==> config.mk <==
export PLATFORM = sky130hd
export DESIGN_NAME = if_fetch_unit_flat
export DESIGN_NICKNAME = d
export VERILOG_FILES = /design/src/rtl/if_fetch_unit_if.sv /design/src/rtl/if_fetch_unit.sv /design/src/flat_wrapper.sv
export SDC_FILE = /design/constraint.sdc
export NUM_CORES = 1
export LEC_CHECK = 0
export ABC_AREA = 1
export CAP_MARGIN = 20
export CELL_PAD_IN_SITES_DETAIL_PLACEMENT = 1
export CELL_PAD_IN_SITES_GLOBAL_PLACEMENT = 2
export CORE_AREA = 2 2 151 153
export DETAILED_ROUTE_END_ITERATION = 10
export DIE_AREA = 0 0 153 155
export GPL_ROUTABILITY_DRIVEN = 0
export GPL_TIMING_DRIVEN = 0
export MAX_ROUTING_LAYER = met4
export PLACE_DENSITY = 0.86
export SETUP_SLACK_MARGIN = 0.02
export SLEW_MARGIN = 10
export SYNTH_ARGS = -nofsm -noshare
export SYNTH_HDL_FRONTEND = slang
export SYNTH_SLANG_ARGS = --single-unit
==> constraint.sdc <==
create_clock -name clk -period 2.55 [get_ports clk]
set_input_delay 0.3825 -clock clk [delete_from_list [all_inputs] [get_ports clk]]
set_output_delay 0.3825 -clock clk [all_outputs]
set_load 0.005 [all_outputs]
==> src/rtl/if_fetch_unit_if.sv <==
// Instruction-memory read port: the fetch unit is master, the memory is slave.
// mem_req/mem_addr stay stable from request until the cycle mem_ack is seen.
interface if_fetch_unit_if;
   logic       mem_req;
   logic [9:0] mem_addr;
   logic       mem_ack;
   logic [9:0] mem_rdata;

   modport master (output mem_req, output mem_addr, input mem_ack, input mem_rdata);
   modport slave  (input mem_req, input mem_addr, output mem_ack, output mem_rdata);
endinterface

==> src/rtl/if_fetch_unit.sv <==
// IF stage: PC plus a direct-mapped 1-word/line I-cache, hits usable the same cycle as the PC.
// A miss drops cache_ready for at least 2 cycles; stall holds the PC only while running.
module if_fetch_unit #(
   parameter int LINES = 8
) (
   input  logic            clk,
   input  logic            reset,
   input  logic            stall,
   input  logic            branch_taken,
   input  logic [9:0]      branch_target,
   input  logic            flush,
   if_fetch_unit_if.master mem,
   output logic [9:0]      instruction,
   output logic [9:0]      pc,
   output logic            cache_ready
);
   localparam int IDX = $clog2(LINES);
   localparam int TW  = 10 - IDX;

   typedef enum logic {RUN, MISS} state_t;
   state_t state;

   logic [LINES-1:0] valid;
   logic [TW-1:0]    tag_mem  [LINES];
   logic [9:0]       data_mem [LINES];
   logic             redir_pend;
   logic [9:0]       redir_tgt;

   logic [IDX-1:0]   idx;
   logic [IDX-1:0]   fill_idx;
   logic             hit;
   logic             fill;

   assign idx         = pc[IDX-1:0];
   assign hit         = valid[idx] && (tag_mem[idx] == pc[9:IDX]);
   assign cache_ready = (state == RUN) && hit;
   assign instruction = cache_ready ? data_mem[idx] : 10'd0;

   // The fill targets the latched request address, which equals pc while missing.
   assign fill_idx = mem.mem_addr[IDX-1:0];
   assign fill     = (state == MISS) && mem.mem_ack;

   always_ff @(posedge clk) begin
      if (reset) begin
         state        <= RUN;
         pc           <= 10'd0;
         valid        <= '0;
         mem.mem_req  <= 1'b0;
         mem.mem_addr <= 10'd0;
         redir_pend   <= 1'b0;
         redir_tgt    <= 10'd0;
      end else begin
         case (state)
            RUN: begin
               // A redirect wins over starting a fill for the wrong-path address.
               if (branch_taken) begin
                  pc <= branch_target;
               end else if (!hit) begin
                  state        <= MISS;
                  mem.mem_req  <= 1'b1;
                  mem.mem_addr <= pc;
               end else if (!stall) begin
                  pc <= pc + 10'd1;
               end
            end
            MISS: begin
               if (mem.mem_ack) begin
                  valid[fill_idx] <= 1'b1;
                  state           <= RUN;
                  mem.mem_req     <= 1'b0;
                  redir_pend      <= 1'b0;
                  if (branch_taken)
                     pc <= branch_target;
                  else if (redir_pend)
                     pc <= redir_tgt;
               end else if (branch_taken) begin
                  redir_pend <= 1'b1;
                  redir_tgt  <= branch_target;
               end
            end
            default: state <= RUN;
         endcase
         // Last assignment wins, so a fill landing on a flush edge stays invalid.
         if (flush)
            valid <= '0;
      end
   end

   always_ff @(posedge clk) begin
      if (!reset && fill) begin
         tag_mem[fill_idx]  <= mem.mem_addr[9:IDX];
         data_mem[fill_idx] <= mem.mem_rdata;
      end
   end
endmodule

==> src/flat_wrapper.sv <==
// flat-port wrapper written by rule: the top's interface ports become plain ports
module if_fetch_unit_flat 
#(
   parameter int LINES = 8
)
  (clk, reset, stall, branch_taken, branch_target, flush, instruction, pc, cache_ready, mem_mem_req, mem_mem_addr, mem_mem_ack, mem_mem_rdata);
  if_fetch_unit_if mem_i ();
  input  logic clk;
  input  logic reset;
  input  logic stall;
  input  logic branch_taken;
  input  logic [9:0] branch_target;
  input  logic flush;
  output logic [9:0] instruction;
  output logic [9:0] pc;
  output logic cache_ready;
  output wire logic [$bits(mem_i.mem_req)-1:0] mem_mem_req;
  output wire logic [$bits(mem_i.mem_addr)-1:0] mem_mem_addr;
  input wire logic [$bits(mem_i.mem_ack)-1:0] mem_mem_ack;
  input wire logic [$bits(mem_i.mem_rdata)-1:0] mem_mem_rdata;
  assign mem_mem_req = mem_i.mem_req;
  assign mem_mem_addr = mem_i.mem_addr;
  assign mem_i.mem_ack = mem_mem_ack;
  assign mem_i.mem_rdata = mem_mem_rdata;
  if_fetch_unit #(.LINES(LINES)) u_core (.clk(clk), .reset(reset), .stall(stall), .branch_taken(branch_taken), .branch_target(branch_target), .flush(flush), .mem(mem_i), .instruction(instruction), .pc(pc), .cache_ready(cache_ready));
endmodule
==> metrics.md, run 1 <==
| Metric | Value |
|---|---|
| WL met2 | `between 10 and 15 mm` |
| Simple-gate portion of the synthesized area | `around a fifth` |
| PortBufs | `57` |
| XOR/XNOR share of the synthesized area | `0.230%` |
| Synth unique cells | `28` |
| Crit-path slowest cell | `dfxtp_2` |
| Commonest non-fill, non-tap cell in the layout | `nand2_1` |
| Synth top area share | `53.6%` |
| # IOs | `58` |
| Post-synthesis compound-gate area fraction | `about 9.2%` |
| Net Count, Synth | `just over 800` |
| Final hold violation count | `0` |
| Worst vdd ir | `537 uV` |
| DR WL met3 | `634 um` |
| Setup WS post-layout | `-477 ps` |
| Clock slew at reported path FFs | `70 ps` |
| Syn Area/Cell | `9.77 um2` |
| Clock sink count | `180` |
| GRT Resource Usage Total | `20.4%` |
| Final setup fails | `11` |
| Pleak | `~3.7 nW` |
| Min-delay worst type | `reg2reg` |
| Initial Util | `34.3%` |
| Status | `finished with violations` |
| Crit path capture type | `primary output` |
| Gr ovfl total | `0` |
| Pwr Density | `706 mW/mm2` |
| Setup CP Type | `reg2out` |
| Placed cell area | `0.00871 mm2` |
| Die W | `roughly 150 um` |
| Core Box Area | `0.0222 mm2` |
| Drt drc | `0` |
| Crit path arrival time | `2640 ps` |
| Critical path fanouts, max | `10` |
| Adder-cell area share of the yosys netlist | `0.164%` |
| M1 wire length | `10.7 mm` |
| Initial drt markers | `500` |
| Total power | `6.94 mW` |
| Violated checks | `negative setup slack` |
| CP max stage delay | `340 ps` |
| Initial antenna violation count | `0` |
| Synth area leader | `edfxtp_1` |
| Pin count of the biggest net entering global routing | `17` |
| Clock Skews | `between 10 and 15 ps` |
| Startpoint Class | `flop` |
| First-pass detailed-route iteration total | `5` |
| Die ar. | `0.0237 mm2` |
| CTS tree | `done` |
| RSZ-0062 raised after global routing | `yes` |
| Clock root buffer | `clkbuf_16` |
| Total Nets Final | `912` |
| WP buf/inv | `8` |
| Top post-synthesis cells by area | `edfxtp_1, dfxtp_1, nand2_1` |
| Share of post-route cells with drive strength above 1 | `16.9%` |
| Yosys warns | `0` |
| Tmin final | `3030 ps` |
| Final Cell Area | `0.00982 mm2` |
| Seq/Total Area, Yosys | `around two thirds` |
| # diodes | `0` |
| DIE HEIGHT | `155 um` |
| Area grow syn2layout | `28.9%` |
| CP delay by family, top | `simple AND/OR/NAND/NOR gates` |
| Fin crit share | `119%` |
| H-tree levels | `4` |
| Tightest Pin Transition | `about 1100 ps` |
| Worst path cell trace | `buf_12, inv_8, buf_6, nand2_1, nand3_1, nand3_1, nand3_1, nand2_1, inv_1, nand2_1, nor2_2, nand2_2, nor2_4, inv_6, buf_12, buf_6, nor2_4, buf_2` |
| CTS Buffer Depth | `2` |
| Cells after synthesis | `780` |
| Cts bufs inserted | `17` |
| Clk_lat worst skew | `about 440 ps` |
| Post-synthesis mux area share | `0%` |
| Vias | `5989` |
| Slew headroom | `26.4%` |
| Routed WL per cell | `19.5 um` |
| Fmax | `330 MHz` |
| Most frequent cells in the layout | `nand2_1, edfxtp_1, nor2_1` |
| Row cnt | `55` |
| Data required, critical path | `2170 ps` |
| Number of synthesized register bits | `180` |
| Setup tns final | `-4260 ps` |
| Uppermost layer routed | `met4` |
| Vias per cell | `5.06` |
| Number of global-route vias before repair | `6202` |
| WL final | `roughly 23 mm` |
| Routed Antenna Nets | `0` |
| Largest family of logic cells by synthesized area | `simple AND/OR/NAND/NOR gates` |
| Detailed placement HPWL | `15.0 mm` |
| Mapped Area | `0.00762 mm2` |
| Max_cap viols | `0` |
| First-pass GRT wire length | `36.0 mm` |
| Final Max Tran Viols | `0` |
## final timing paths
| check | endpoint | slack, ps | from | cells past startpoint |
|---|---|---|---|---|
| setup / recovery | instruction[5] | -480 | flop | 18 |
| setup reg to reg | u_core.pc[5] | 230 | u_core.state | 6 |
| hold / removal | u_core.valid[2] | 450 | u_core.valid[2] | 2 |
| hold reg to reg | u_core.valid[2] | 450 | u_core.valid[2] | 2 |
## cells in the mapped netlist (all sizes together)
library cell	number
clkbuf	26
buf	14
nor3	10
a22o	2
inv	73
nor2	124
o221ai	11
nand3b	4
or2	1
o32ai	2
xor2	2
nand2	153
a221oi	3
edfxtp	136
clkinv	1
dfxtp	44
a21oi	30
o21ai	77
ha	1
nand3	65
nand4	1
## per-stage QoR
stage	utilization, %	cells	setup WS, ps	hold slack [ps]
after detailed placement	39.2	1130	-731	441
after global routing	44.2	1183	-569	473
after CTS	43.7	1178	-493	450
after global placement	38.5	1122	-1350	436
after floorplan	-	780	356	426
final	44.2	1183	-477	449
## routing by layer
layer	global-route usage, %	vias to the layer above
met3	2.65	37
met1	26.4	2974
met2	33.7	131
li1	-	2847
met5	-	-
met4	6.83	0
## logic make-up (layout without fill, tap and decap cells)
family | Yosys count | after routing
buffers and inverters | 114 | 232
xor gates and xnor gates | 2 | 2
and+or+nand+nor | 358 | 358
adders and majority gates | 1 | 1
AOI/OAI and AO/OA | 125 | 125
DFF | 180 | 180
## area by class of cell
| cell class | count | area (um2) |
|---|---|---|
| repair inverters | 1 | 8.76 |
| clock buffers | 18 | 429 |
| well taps | 285 | 357 |
| multi-input cells | 486 | 2450 |
| repair buffers | 85 | 896 |
| clock inverters | 14 | 151 |
| fillers | 2474 | 12400 |
| plain buffers | 40 | 265 |
| inverters | 74 | 295 |
| flip-flops and latches | 180 | 4970 |
## power breakdown
part	leakage, nW	internal [mW]	switching (mW)	total (mW)
Combinational	1.74	0.392	0.638	1.03
Sequential	1.67	3.20	0.0757	3.28
Clock	0.272	1.45	1.18	2.63
## registers in the layout, summed over array words and instances (netlist names), named ones only
signal and flops:
u_core.data_mem 80, u_core.redir_pend 1, u_core.tag_mem 56, u_core.valid 8, u_core.pc 10, u_core.mem.mem_req 1, u_core.redir_tgt 10, u_core.state 1
u_core.mem.mem_addr 10
## worst reg2reg max path: cells and delay by family (launching register included)
family / cells / cell delay, ps
simple gates: 4 / 540
buf+inv: 1 / 440
compound gates: 1 / 760
flops: 1 / 470
## repair_timing
action | 4_1_cts | 5_1_grt
pin swaps | 21 | 6
cloned | 3 | 0
buffers inserted | 13 | 5
hold endpoints to repair | 0 | 0
hold buffers | 0 | 0
resized for setup | 134 | 19
setup endpoints to repair | 35 | 53
Power figures use the tool's default switching activity.
==> inputs of run 2 (changes only) <==
--- a/config.mk
+++ b/config.mk
@@ -10,6 +10,7 @@
 export CELL_PAD_IN_SITES_DETAIL_PLACEMENT = 1
 export CELL_PAD_IN_SITES_GLOBAL_PLACEMENT = 2
 export CORE_AREA = 2 2 151 153
+export CTS_BUF_LIST = sky130_fd_sc_hd__clkbuf_2 sky130_fd_sc_hd__clkbuf_4 sky130_fd_sc_hd__clkbuf_8
 export DETAILED_ROUTE_END_ITERATION = 10
 export DIE_AREA = 0 0 153 155
 export GPL_ROUTABILITY_DRIVEN = 0
==> constraint.sdc (replaced) <==
create_clock -name clk -period 3.65 [get_ports clk]
set_input_delay 0.5475 -clock clk [delete_from_list [all_inputs] [get_ports clk]]
set_output_delay 0.5475 -clock clk [all_outputs]
set_load 0.005 [all_outputs]
==> run 2 against run 1 <==
Net effect: the run now ends clean; count of clock-buffer cells in the layout is the same; worst setup slack gained 670 ps; hold slack gained 2.7 ps; critical path depth shrank 8; sequential cell count is the same; utilization shrank 2.8 points; final cell count shrank 1.5%; via count shrank 2.6%; design area shrank 6.2%; total power shrank 38%; first-iteration DRC count shrank 30%; largest cell class unchanged.
==> metrics.md, run 2 (synthesis gave the netlist of run 1 again) <==
| Metric | Value |
|---|---|
| Status | `completed` |
| Top Registers | `u_core.data_mem x80, u_core.tag_mem x56` |
| Vias | `5835` |
| Worst vdd ir | `204 uV` |
| Commonest non-fill, non-tap cell in the layout | `nand2_1` |
| Pint | `3.09 mW` |
| Clock sink count | `180` |
| Setup tns final | `0 ps` |
| Clk network pwr share | `32.0%` |
| Startpoint Class | `flop` |
| Most frequent cells in the layout | `nand2_1, edfxtp_1, nor2_1` |
| Final hold violation count | `0` |
| Fin crit share | `94.7%` |
| Total power | `~4.3 mW` |
| WL final | `21.9 mm` |
| Setup WS post-layout | `194 ps` |
| RSZ-0062 raised after global routing | `yes` |
| Max_cap viols | `0` |
| First-pass GRT wire length | `34.1 mm` |
| Pin count of the biggest net entering global routing | `17` |
| Max reg flops | `80` |
| H-tree levels | `4` |
| Drt drc | `0` |
| Top reg by flops | `u_core.data_mem` |
| Final setup fails | `0` |
| GRT Resource Usage Total | `19.3%` |
| Fmax | `289 MHz` |
| # IOs | `58` |
| Core Box Area | `about 0.022 mm2` |
| Gr ovfl total | `0` |
| Detailed placement HPWL | `between 15 and 20 mm` |
| Worst r2r src | `u_core.state` |
| Hold-fix buffers at CTS | `0` |
| Post-Place Setup Slack | `204 ps` |
| Die W | `153 um` |
| Min-delay worst type | `reg2reg` |
| Routed WL per cell | `around 19 um` |
| Initial drt markers | `approximately 350` |
| Routed Antenna Nets | `0` |
| Post-Layout Cell Count | `1165` |
| Pleak | `3.42 nW` |
| Placed cell count | `1130` |
| Row cnt | `55` |
| Setup CP Type | `reg2out` |
| Placed cell area | `0.00871 mm2` |
| Final Max Tran Viols | `0` |
| Switching part of the total | `28.1%` |
| Tmin final | `~3500 ps` |
| Clock slew at reported path FFs | `90 ps` |
| Share of post-route cells with drive strength above 1 | `9.43%` |
| Crit path capture type | `primary output` |
| Switching power | `1.21 mW` |
| Number of global-route vias before repair | `a little over 6000` |
| Clk_lat worst skew | `460 ps` |
| PortBufs | `57` |
| Initial Util | `between 30% and 40%` |
| Clock Skews | `about 14 ps` |
| Die ar. | `0.0237 mm2` |
| Clock root buffer | `clkbuf_8` |
| CTS Buffer Depth | `2` |
| # diodes | `0` |
| Area grow syn2layout | `20.8%` |
| DIE HEIGHT | `155 um` |
| Register share of total power | `53.1%` |
| Critical path fanouts, max | `11` |
| Data required, critical path | `3100 ps` |
| Pwr Density | `467 mW/mm2` |
| Tightest Pin Transition | `~800 ps` |
| Crit path arrival time | `2910 ps` |
| Final Cell Area | `0.00921 mm2` |
| Slew headroom | `46.8%` |
| CTS tree | `done` |
| Cts bufs inserted | `17` |
| Layout Utilization | `about two fifths` |
| First-pass detailed-route iteration total | `5` |
| Initial antenna violation count | `0` |
| Vias per cell | `between 5 and 6` |
| Hold path start | `u_core.valid[2]` |
| Comb power frac | `roughly 15%` |
| Hold Slack | `452 ps` |
| Total Nets Final | `894` |
==> run 2: changes by cell type in the layout (fill, tap and decap cells not counted), sizes merged <==
cell,change
buf,-29
clkbuf,+1
clkdlybuf4s50,+9
dlymetal6s2s,+2
inv,-1
==> run 2: cell type report <==
class,count,area [um2]
clock buffer,18,241
inverter,74,282
sequential,180,4960
multi-input combinational,486,2250
buffer,40,216
tap,285,357
clock inverter,14,151
timing repair buffer,68,753
fill,2522,13000
==> run 2: worst paths after layout <==
check,endpoint,slack (ps),cells past startpoint
max,instruction[6],190,10
min reg2reg,u_core.valid[2],450,2
min,u_core.valid[2],450,2
max reg2reg,u_core.pc[3],1350,6
==> run 2: timing repair <==
| action | CTS | global route |
|---|---|---|
| cloned | 0 | 1 |
| buffers inserted | 0 | 2 |
| resized for setup | 10 | 18 |
| pin swaps | 0 | 2 |
| endpoints found under the setup margin | 11 | 10 |
==> run 2: per-layer routing <==
layer	track usage (%)	vias up	wire, um	part of all wire [%]
met5	-	-	0	0
met4	6.97	0	519	2.4
met3	2.92	39	705	3.2
met2	31.8	126	10700	49
met1	24.4	2867	9950	45
li1	-	2803	-	-
==> run 2: power by group through the flow <==
stage	sequential [mW]	clock, mW	combinational (mW)
after floorplan	2.31	0	0.359
after global placement	2.33	0	0.601
after detailed placement	2.33	0	0.614
after CTS	2.28	1.40	0.623
after global routing	2.29	1.48	0.712
final	2.28	1.37	0.640
==> run 2: critical path, stage by stage (launching register included) <==
cell             delay (ps)
dfxtp_1                 330
buf_6                   140
inv_2                    60
buf_6                   160
buf_8                   130
clkbuf_1                520
nor2_1                   90
o221ai_1                260
o21ai_0                 140
nor2_1                  120
clkdlybuf4s50_1         500
